[config.mk]
export PLATFORM = sky130hd
export DESIGN_NAME = pc_fetch_ctrl
export DESIGN_NICKNAME = d
export VERILOG_FILES = /design/src/rtl/pc_ctrl_pkg.sv /design/src/rtl/pc_fetch_wdog.sv /design/src/rtl/pc_fetch_ctrl.sv
export SDC_FILE = /design/constraint.sdc
export NUM_CORES = 1
export LEC_CHECK = 0
export ABC_AREA = 1
export CAP_MARGIN = 20
export CELL_PAD_IN_SITES_DETAIL_PLACEMENT = 1
export CELL_PAD_IN_SITES_GLOBAL_PLACEMENT = 2
export CORE_MARGIN = 5
export CORE_UTILIZATION = 25
export DETAILED_ROUTE_END_ITERATION = 10
export HOLD_SLACK_MARGIN = 0.05
export PLACE_DENSITY = 0.81
export RECOVER_POWER = 25
export SKIP_CTS_REPAIR_TIMING = 1
export SYNTH_ARGS = -nofsm -noshare
export SYNTH_HDL_FRONTEND = slang
export SYNTH_SLANG_ARGS = --single-unit
[constraint.sdc]
create_clock -name clk -period 1.65 [get_ports clk]
set_input_delay 0.2475 -clock clk [delete_from_list [all_inputs] [get_ports clk]]
set_output_delay 0.2475 -clock clk [all_outputs]
set_load 0.02 [all_outputs]
[src/rtl/pc_ctrl_pkg.sv]
// Shared definitions for the program-counter control slice.
//   state_t     : fetch sequencer state encoding
//   PCM_*       : PC_MUX codes driven to the program counter
//   SRC_*       : direct-target source codes (PC_DIRECT_CH)
package pc_ctrl_pkg;

  typedef enum logic [1:0] {
    ST_INIT  = 2'd0,
    ST_FETCH = 2'd1,
    ST_EXEC  = 2'd2,
    ST_HALT  = 2'd3
  } state_t;

  localparam logic [1:0] PCM_HOLD   = 2'b00;
  localparam logic [1:0] PCM_DIRECT = 2'b01;
  localparam logic [1:0] PCM_INC    = 2'b10;
  localparam logic [1:0] PCM_ZERO   = 2'b11;

  localparam logic [1:0] SRC_RESULT = 2'b00;
  localparam logic [1:0] SRC_IMM    = 2'b01;
  localparam logic [1:0] SRC_RD     = 2'b10;
  localparam logic [1:0] SRC_ZERO   = 2'b11;

endpackage

[src/rtl/pc_fetch_wdog.sv]
// Fetch wait counter. Counts FETCH cycles without an ack and flags a timeout
// in the cycle the count reaches TIMEOUT_CYCLES with no ack present.
// Ports:
//   clk, reset   : clock, async active-low reset
//   in_fetch     : sequencer is in FETCH this cycle
//   ack          : imem_ack this cycle
//   timeout      : combinational, FETCH must restart at PC 0 this cycle
module pc_fetch_wdog #(
  parameter int TIMEOUT_CYCLES = 15
) (
  input  logic clk,
  input  logic reset,
  input  logic in_fetch,
  input  logic ack,
  output logic timeout
);

  localparam logic [3:0] LIMIT = 4'(TIMEOUT_CYCLES);

  logic [3:0] cnt;

  assign timeout = in_fetch & ~ack & (cnt == LIMIT);

  // Held at zero outside FETCH, so every FETCH entry starts from 0.
  // A timeout restarts the fetch, so the count restarts too.
  always_ff @(posedge clk or negedge reset) begin
    if (!reset)                          cnt <= '0;
    else if (!in_fetch || ack || timeout) cnt <= '0;
    else                                 cnt <= cnt + 4'd1;
  end

endmodule

[src/rtl/pc_fetch_ctrl.sv]
// Fetch/branch sequencer for the 10-bit program counter.
// Drives PC_MUX / PC_DIRECT_CH, runs the imem req/ack handshake, latches the
// fetched instruction and counts retired instructions.
// Optional fetch timeout: define PC_FETCH_CTRL_TIMEOUT_EN.
// Ports:
//   clk, reset     : clock, async active-low reset
//   imem_ack/rdata : instruction memory response (used in FETCH only)
//   stall          : execute not ready, hold current instruction
//   halt_req       : halt, leave only by reset
//   jump/br_taken  : direct load with br_src as target select
//   imem_req       : fetch request (Moore)
//   PC_MUX         : 00 hold, 01 direct, 10 PC+2, 11 zero (combinational)
//   PC_DIRECT_CH   : direct-target select, 00 unless PC_MUX=01
//   instr          : latched instruction, instr_valid in EXEC (Moore)
//   retired_cnt    : instructions leaving EXEC, wraps at 16 bits
//   fetch_err      : sticky fetch timeout flag (0 without timeout feature)
module pc_fetch_ctrl
  import pc_ctrl_pkg::*;
#(
  parameter int TIMEOUT_CYCLES = 15
) (
  input  logic        clk,
  input  logic        reset,
  input  logic        imem_ack,
  input  logic [15:0] imem_rdata,
  input  logic        stall,
  input  logic        halt_req,
  input  logic        jump,
  input  logic        br_taken,
  input  logic [1:0]  br_src,
  output logic        imem_req,
  output logic [1:0]  PC_MUX,
  output logic [1:0]  PC_DIRECT_CH,
  output logic [15:0] instr,
  output logic        instr_valid,
  output logic [15:0] retired_cnt,
  output logic        fetch_err
);

  if (TIMEOUT_CYCLES < 1 || TIMEOUT_CYCLES > 15) begin : g_bad_timeout
    $error("TIMEOUT_CYCLES must be in 1..15");
  end

  state_t state, state_n;
  logic   timeout;

`ifdef PC_FETCH_CTRL_TIMEOUT_EN
  pc_fetch_wdog #(.TIMEOUT_CYCLES(TIMEOUT_CYCLES)) u_wdog (
    .clk      (clk),
    .reset    (reset),
    .in_fetch (state == ST_FETCH),
    .ack      (imem_ack),
    .timeout  (timeout)
  );

  always_ff @(posedge clk or negedge reset) begin
    if (!reset)       fetch_err <= 1'b0;
    else if (timeout) fetch_err <= 1'b1;
  end
`else
  assign timeout   = 1'b0;
  assign fetch_err = 1'b0;
`endif

  assign imem_req    = (state == ST_FETCH);
  assign instr_valid = (state == ST_EXEC);

  always_comb begin
    state_n      = state;
    PC_MUX       = PCM_HOLD;
    PC_DIRECT_CH = SRC_RESULT;
    case (state)
      ST_INIT: begin
        PC_MUX  = PCM_ZERO;
        state_n = ST_FETCH;
      end
      ST_FETCH: begin
        // ack wins over a timeout landing in the same cycle
        if (imem_ack)     state_n = ST_EXEC;
        else if (timeout) PC_MUX  = PCM_ZERO;
      end
      ST_EXEC: begin
        if (stall) begin
          // hold; other requests re-evaluated next cycle
        end else if (halt_req) begin
          state_n = ST_HALT;
        end else if (jump || br_taken) begin
          PC_MUX       = PCM_DIRECT;
          PC_DIRECT_CH = br_src;
          state_n      = ST_FETCH;
        end else begin
          PC_MUX  = PCM_INC;
          state_n = ST_FETCH;
        end
      end
      ST_HALT: ;
      default: state_n = ST_INIT;
    endcase
  end

  always_ff @(posedge clk or negedge reset) begin
    if (!reset) begin
      state       <= ST_INIT;
      instr       <= '0;
      retired_cnt <= '0;
    end else begin
      state <= state_n;
      if (state == ST_FETCH && imem_ack) instr <= imem_rdata;
      if (state == ST_EXEC && !stall)    retired_cnt <= retired_cnt + 16'd1;
    end
  end

endmodule

==> tab_implementation.tex, run 1 <==
\begin{tabular}{lr}
\hline
Metric & Value \\
\hline
\multicolumn{2}{l}{\textbf{Run status}} \\
Result of the run & complete, no violations \\
\multicolumn{2}{l}{\textbf{Timing}} \\
Setup clock skew after layout & 0.00263 ns \\
Final critical-path share of the clock period & 0.986 \\
Worst Tran Pin Value & about 0.97 ns \\
Worst slew slack as a fraction of its limit & 0.351 \\
Tightest hold margin & 0.504 ns \\
Hold Vio Cnt, Final & 0 \\
Maximum clock rate & between 600 and 700 MHz \\
Unrepaired setup endpoints after global routing & yes \\
Final Worst Setup Slack & $\sim$0.023 ns \\
Minimum clock period after layout & between 1.5 and 2 ns \\
Final-report setup violation count & 0 \\
Number of max-slew violations in the final report & 0 \\
\multicolumn{2}{l}{\textbf{Layout}} \\
Most frequent cells in the layout & 53 x clkdlybuf4s50\_1, 34 x dfrtp\_1, 30 x nand2\_1 \\
Leading cell type in the layout, fill and taps excluded & clkdlybuf4s50\_1 \\
Final antenna diode count & 0 \\
Layout overhead on the synthesized area & 55.1\% \\
Fraction of layout cells with a size suffix above 1 & 0.227 \\
Net total in the final layout & about 280 \\
Final core utilization & 0.403 \\
\multicolumn{2}{l}{\textbf{Placement}} \\
Port Buffers & 62 \\
Final HPWL DP & around 3.4 mm \\
Weighted congestion reported at the end of routability-driven placement & $\sim$0.74 \\
Pre-CTS worst setup slack & -0.301 ns \\
\multicolumn{2}{l}{\textbf{Logic synthesis}} \\
Syn\_nets & 198 \\
Post-synthesis register bit count & 34 \\
Synthesized area per cell & about 10 um\^{}2 \\
Top\_reg\_cell synth & dfrtp\_1 \\
Number of synthesized flops with an enable pin & 0 \\
Instance count of the mapped netlist & roughly 170 \\
FFs w/ async S/R, synth & 1.00 \\
Unique cell type count in the Yosys netlist & 24 \\
Cell area after synthesis & roughly 1700 um\^{}2 \\
Register area share after synthesis & 0.509 \\
Syn. warnings & 0 \\
\multicolumn{2}{l}{\textbf{CTS}} \\
Clock root buffer & clkbuf\_8 \\
Clock latency on the worst-skew pair & $\sim$0.28 ns \\
Count of clock tree sinks & 34 \\
Maximum buffer depth of the clock tree & 2 \\
Clock slew seen by the registers of the worst setup and hold paths & approximately 0.07 ns \\
Maximum level of the CTS H-tree & 2 \\
TritonCTS clock tree & yes \\
Number of buffers inserted during clock tree synthesis & 5 \\
\multicolumn{2}{l}{\textbf{Worst setup path}} \\
Most prevalent standard cell on the critical path & nor2\_1 \\
Worst R2R End & instr[15]\$\_DFFE\_PN0P\_ \\
Critical Path Start & state[0]\$\_DFFE\_PN0P\_ \\
Worst Setup Start Kind & register \\
Largest driver fanout on the critical path & 3 \\
Category of the worst setup path capture point & primary output \\
Cells along the critical path & inv\_2 > ha\_4 > nand2\_4 > nor2\_1 > nand2\_1 > nor2\_1 > clkbuf\_2 \\
Worst-case reg-to-reg path depth & 6 \\
Number of buffers and inverters on the critical path & 2 \\
Required time of the critical path & approximately 1.4 ns \\
Startpoint of the lowest-slack register-to-register path & state[0]\$\_DFFE\_PN0P\_ \\
Worst path max stage delay & between 0.3 and 0.4 ns \\
Crit path max-delay family & flip-flops \\
Crit path DAT & approximately 1.4 ns \\
Cell at the slowest stage of the critical path & dfrtp\_1 \\
R2R setup slack & 0.09 ns \\
Path type of the worst setup path & register to primary output \\
\multicolumn{2}{l}{\textbf{Route}} \\
Via count & between 1000 and 1500 \\
Overall routed net length & 4.15 mm \\
Number of design-rule violations left by the first detailed-router iteration & 15 \\
Count of nets left with antenna violations after detail routing & 0 \\
Post-route DRC violation count & 0 \\
Detailed-routing iteration count for the pre-antenna-repair pass & 2 \\
DR WL/cell & around 13 um \\
Post-detailed-route via-to-cell ratio & between 4 and 5 \\
\multicolumn{2}{l}{\textbf{Floorplanning}} \\
Effective utilization at floorplan & 0.260 \\
Vertical die dimension & 91.7 um \\
Count of standard-cell rows & 29 \\
Die Wd & between 90 and 100 um \\
Placeable Area & around 6400 um\^{}2 \\
Number of primary I/O pins & between 60 and 70 \\
Die footprint & approximately 8400 um\^{}2 \\
\multicolumn{2}{l}{\textbf{Hold path}} \\
Hold\_sp & instr[8]\$\_DFFE\_PN0P\_ \\
Hold Path Cell Cnt & 1 \\
Endpoint of the worst hold path & instr[8]\$\_DFFE\_PN0P\_ \\
Hold Path Class & register to register \\
\multicolumn{2}{l}{\textbf{Pwr}} \\
Tot Pwr & between 3 and 4 mW \\
Leakage power figure & 1.27 nW \\
P per Cell Area & roughly 1500 nW/um\^{}2 \\
Maximum resistive drop on vdd & between 600 and 700 uV \\
\multicolumn{2}{l}{\textbf{GRT}} \\
Wire length of the first global-routing pass & approximately 7 mm \\
Antenna violations before repair & 0 \\
Overall overflow remaining after global route & 0 \\
Via count of the first global-routing pass & between 1500 and 2000 \\
Total global-route track usage & 0.103 \\
Largest net degree at the start of global routing & 19 \\
\multicolumn{2}{l}{\textbf{Flow run}} \\
Max Cap Violations & 0 \\
\hline
\end{tabular}
## layout make-up
class | count | area, um^2
fillers | 730 | 3830
flip-flops and latches | 34 | 851
multi-input cells | 105 | 722
repair buffers | 74 | 714
inverters | 26 | 97.6
well taps | 77 | 96.3
clock buffers | 5 | 68.8
clock inverters | 3 | 40.0
## per-stage QoR
step | area (um^2) | TNS (ns) | cells
6_report | 2590 | 0 | 324
5_1_grt | 2590 | -1.35 | 324
4_1_cts | 2590 | -2.32 | 323
3_5_place_dp | 2480 | -1.07 | 315
3_3_place_gp | 2480 | -0.903 | 315
2_1_floorplan | 1670 | 0 | 167
## logic make-up after synthesis
family                     synth area share
DFF                                   0.509
muxes                                 0.108
AOI/OAI and AO/OA                    0.0180
and+or+nand+nor                       0.199
xor gates and xnor gates             0.0524
other                               0.00225
adders and majority gates            0.0449
buffers and inverters                0.0659
## how the worst max path moves through the flow
stage	end	slack, ns	cells after the start
final	PC_DIRECT_CH[1]	0.02	7
after global placement	PC_DIRECT_CH[1]	-0.25	7
after floorplan	PC_DIRECT_CH[0]	0.06	6
after detailed placement	PC_DIRECT_CH[0]	-0.30	7
after global routing	PC_DIRECT_CH[1]	-0.08	7
after CTS	PC_DIRECT_CH[0]	-0.50	7
## synthesized netlist by cell type, types with 2 or more instances
cell type,instances,area share
dfrtp_1,34,0.51
ha_1,6,0.045
inv_1,25,0.056
mux2_2,16,0.11
nand2_1,30,0.067
nand2_2,5,0.019
nand3_1,8,0.024
nand4_1,4,0.015
nor2_1,8,0.018
nor2_2,3,0.011
nor2_4,3,0.020
nor3_1,2,0.0060
o21ai_0,4,0.012
xnor2_1,4,0.021
xor2_1,6,0.031
## worst register-to-register path: stages (launching register included)
cell	delay, ns
dfrtp_1	0.39
buf_4	0.16
ha_1	0.20
buf_4	0.14
nand2_2	0.07
buf_12	0.15
mux2_2	0.35
## where the power goes
group	total [mW]	switching [mW]	leakage, nW	internal [mW]
combinational	1.79	0.856	0.803	0.937
clock	0.753	0.309	0.0579	0.444
sequential	1.28	0.175	0.405	1.11
total	3.83	1.34	1.27	2.49
## registers in the layout, indices dropped and copies added (netlist names)
signal / flops
state: 2
instr: 16
retired_cnt: 16
## per-layer routing
metal,wire (um),vias to the layer above,GRT usage
li1,-,679,-
met5,0,-,0
met4,41,0,0.0334
met3,383,5,0.0483
met2,2090,41,0.178
met1,1640,658,0.111
No activity file was read; power rests on OpenSTA's default activity.
==> run 2: changes to the inputs <==
- CORE_ASPECT_RATIO: not set -> 0.5
- PLACE_DENSITY: 0.81 -> 0.76
==> run 2 against run 1 <==
Effect of this change:
- hold slack better by 0.0032 ns
- clock power up 37%
- critical path depth unchanged
- core utilization about the same
- die area up 1.2%
==> tab_implementation.tex, run 2 (synthesized netlist as in run 1, its figures left out) <==
\begin{tabular}{lr}
\hline
Metric & Value \\
\hline
\multicolumn{2}{l}{\textbf{Worst setup path}} \\
Worst R2R End & retired\_cnt[11]\$\_DFFE\_PN0P\_ \\
Category of the worst setup path capture point & primary output \\
Startpoint of the lowest-slack register-to-register path & state[0]\$\_DFFE\_PN0P\_ \\
R2R setup slack & 0.12 ns \\
Path type of the worst setup path & register to primary output \\
Worst-case reg-to-reg path depth & 7 \\
Largest driver fanout on the critical path & 3 \\
Critical Path Start & state[0]\$\_DFFE\_PN0P\_ \\
Required time of the critical path & roughly 1.4 ns \\
Crit path DAT & approximately 1.4 ns \\
Worst Setup Start Kind & register \\
Capture point of the worst path & PC\_DIRECT\_CH[1] \\
\multicolumn{2}{l}{\textbf{Layout}} \\
Post-route non-filler standard cell count & between 300 and 400 \\
Final antenna diode count & 0 \\
Final core utilization & 0.404 \\
Fraction of layout cells with a size suffix above 1 & 0.236 \\
Layout overhead on the synthesized area & 59.3\% \\
Footprint of the flip-flops and latches & 851 um\^{}2 \\
Most frequent cells in the layout & 52 x clkdlybuf4s50\_1, 34 x dfrtp\_1, 30 x nand2\_1 \\
Net total in the final layout & 276 \\
Fill cell instance count of the final layout & approximately 750 \\
Leading cell type in the layout, fill and taps excluded & clkdlybuf4s50\_1 \\
Top flop regs & instr (16), retired\_cnt (16), state (2) \\
Area used by multi-input combinational logic & 724 um\^{}2 \\
\multicolumn{2}{l}{\textbf{Placement}} \\
Port Buffers & just over 60 \\
Count of placed standard cells including taps & around 330 \\
Weighted congestion reported at the end of routability-driven placement & between 0.7 and 0.8 \\
Final HPWL DP & roughly 3.4 mm \\
\multicolumn{2}{l}{\textbf{Floorplanning}} \\
Placeable Area & approximately 6600 um\^{}2 \\
Die Wd & about 130 um \\
Number of primary I/O pins & between 60 and 70 \\
Effective utilization at floorplan & 0.253 \\
Count of standard-cell rows & 21 \\
Die footprint & $\sim$8500 um\^{}2 \\
Vertical die dimension & between 60 and 70 um \\
\multicolumn{2}{l}{\textbf{Hold path}} \\
Hold Path Class & register to register \\
\multicolumn{2}{l}{\textbf{Route}} \\
Via count & $\sim$1400 \\
DR WL/cell & 12.9 um \\
Count of nets left with antenna violations after detail routing & 0 \\
Post-route DRC violation count & 0 \\
Post-detailed-route via-to-cell ratio & 4.10 \\
Overall routed net length & 4.38 mm \\
Number of design-rule violations left by the first detailed-router iteration & just over 40 \\
Detailed-routing iteration count for the pre-antenna-repair pass & 4 \\
\multicolumn{2}{l}{\textbf{GRT}} \\
Via count of the first global-routing pass & approximately 1500 \\
Antenna violations before repair & 0 \\
Largest net degree at the start of global routing & 35 \\
Total global-route track usage & 0.107 \\
Overall overflow remaining after global route & 0 \\
Wire length of the first global-routing pass & between 7 and 8 mm \\
\multicolumn{2}{l}{\textbf{Timing}} \\
Worst slew slack as a fraction of its limit & 0.427 \\
Maximum clock rate & 613 MHz \\
Unrepaired setup endpoints after global routing & yes \\
Final-report setup violation count & 0 \\
Final critical-path share of the clock period & 0.989 \\
Setup clock skew after layout & around 0.0026 ns \\
Hold Vio Cnt, Final & 0 \\
Minimum clock period after layout & 1.63 ns \\
Worst Tran Pin Value & $\sim$0.86 ns \\
Number of max-slew violations in the final report & 0 \\
Tightest hold margin & between 0.5 and 0.6 ns \\
\multicolumn{2}{l}{\textbf{CTS}} \\
Maximum buffer depth of the clock tree & 2 \\
Clock latency on the worst-skew pair & roughly 0.28 ns \\
Maximum level of the CTS H-tree & 2 \\
Clock root buffer & clkbuf\_16 \\
Count of clock tree sinks & 34 \\
Clock slew seen by the registers of the worst setup and hold paths & approximately 0.050 ns \\
Number of buffers inserted during clock tree synthesis & 5 \\
TritonCTS clock tree & yes \\
\multicolumn{2}{l}{\textbf{Pwr}} \\
Maximum resistive drop on vdd & 538 uV \\
P per Cell Area & 1550 nW/um\^{}2 \\
Leakage power figure & between 1 and 1.5 nW \\
\multicolumn{2}{l}{\textbf{Run status}} \\
Result of the run & complete, no violations \\
\multicolumn{2}{l}{\textbf{Flow run}} \\
Max Cap Violations & 0 \\
\hline
\end{tabular}
## run 2: layout make-up
class,instances,share of cell area
Sequential cell,34,0.320
Multi-Input combinational cell,105,0.272
Tap cell,92,0.0433
Timing Repair Buffer,73,0.266
Clock buffer,8,0.0625
Inverter,26,0.0367
## run 2: metrics by stage
step | power (mW) | cell area, um^2 | setup TNS [ns] | setup WS [ns]
6_report | 4.12 | 2660 | 0 | 0.0181
5_1_grt | 4.37 | 2660 | -0.134 | -0.0671
4_1_cts | 4.18 | 2640 | -2.62 | -0.559
3_5_place_dp | 3.12 | 2470 | -1.23 | -0.343
3_3_place_gp | 3.07 | 2470 | -0.934 | -0.266
2_1_floorplan | 2.19 | 1670 | 0 | 0.0570
## run 2: critical path, stage by stage (launching register included)
cell,delay [ns]
dfrtp_1,0.40
inv_2,0.09
ha_4,0.15
nand2_4,0.06
nor2_2,0.08
nand2_1,0.08
nor2_1,0.10
buf_4,0.15
## run 2: how the worst min path moves through the flow
stage                                      from                     endpoint  depth (start not counted)
after CTS                                 reset         state[1]$_DFFE_PN0P_                          2
after global placement                    reset  retired_cnt[11]$_DFFE_PN0P_                          2
after global routing       instr[3]$_DFFE_PN0P_         instr[3]$_DFFE_PN0P_                          1
after detailed placement                  reset  retired_cnt[11]$_DFFE_PN0P_                          2
final                     instr[13]$_DFFE_PN0P_        instr[13]$_DFFE_PN0P_                          1
after floorplan                           reset         instr[0]$_DFFE_PN0P_                          0
## run 2: power breakdown
part	switching [mW]	internal, mW	total [mW]
Clock	0.344	0.683	1.03
Combinational	0.865	0.934	1.80
Sequential	0.184	1.11	1.29
## run 2: per-layer routing
metal / global-route usage / routed length [um] / up-vias
met5: 0 / 0 / -
met4: 0.0324 / 37 / 0
met3: 0.0292 / 144 / 5
met2: 0.199 / 2370 / 23
met1: 0.122 / 1830 / 677
li1: - / - / 681
==> run 3: changes to the inputs <==
- GPL_ROUTABILITY_DRIVEN: not set -> 0
- SYNTH_HIERARCHICAL: not set -> 1
==> results of run 3 <==
No change in the layout: final DEF, timing and power equal those of run 2.
Among the figures that moved: Yosys warning count 0 -> 6
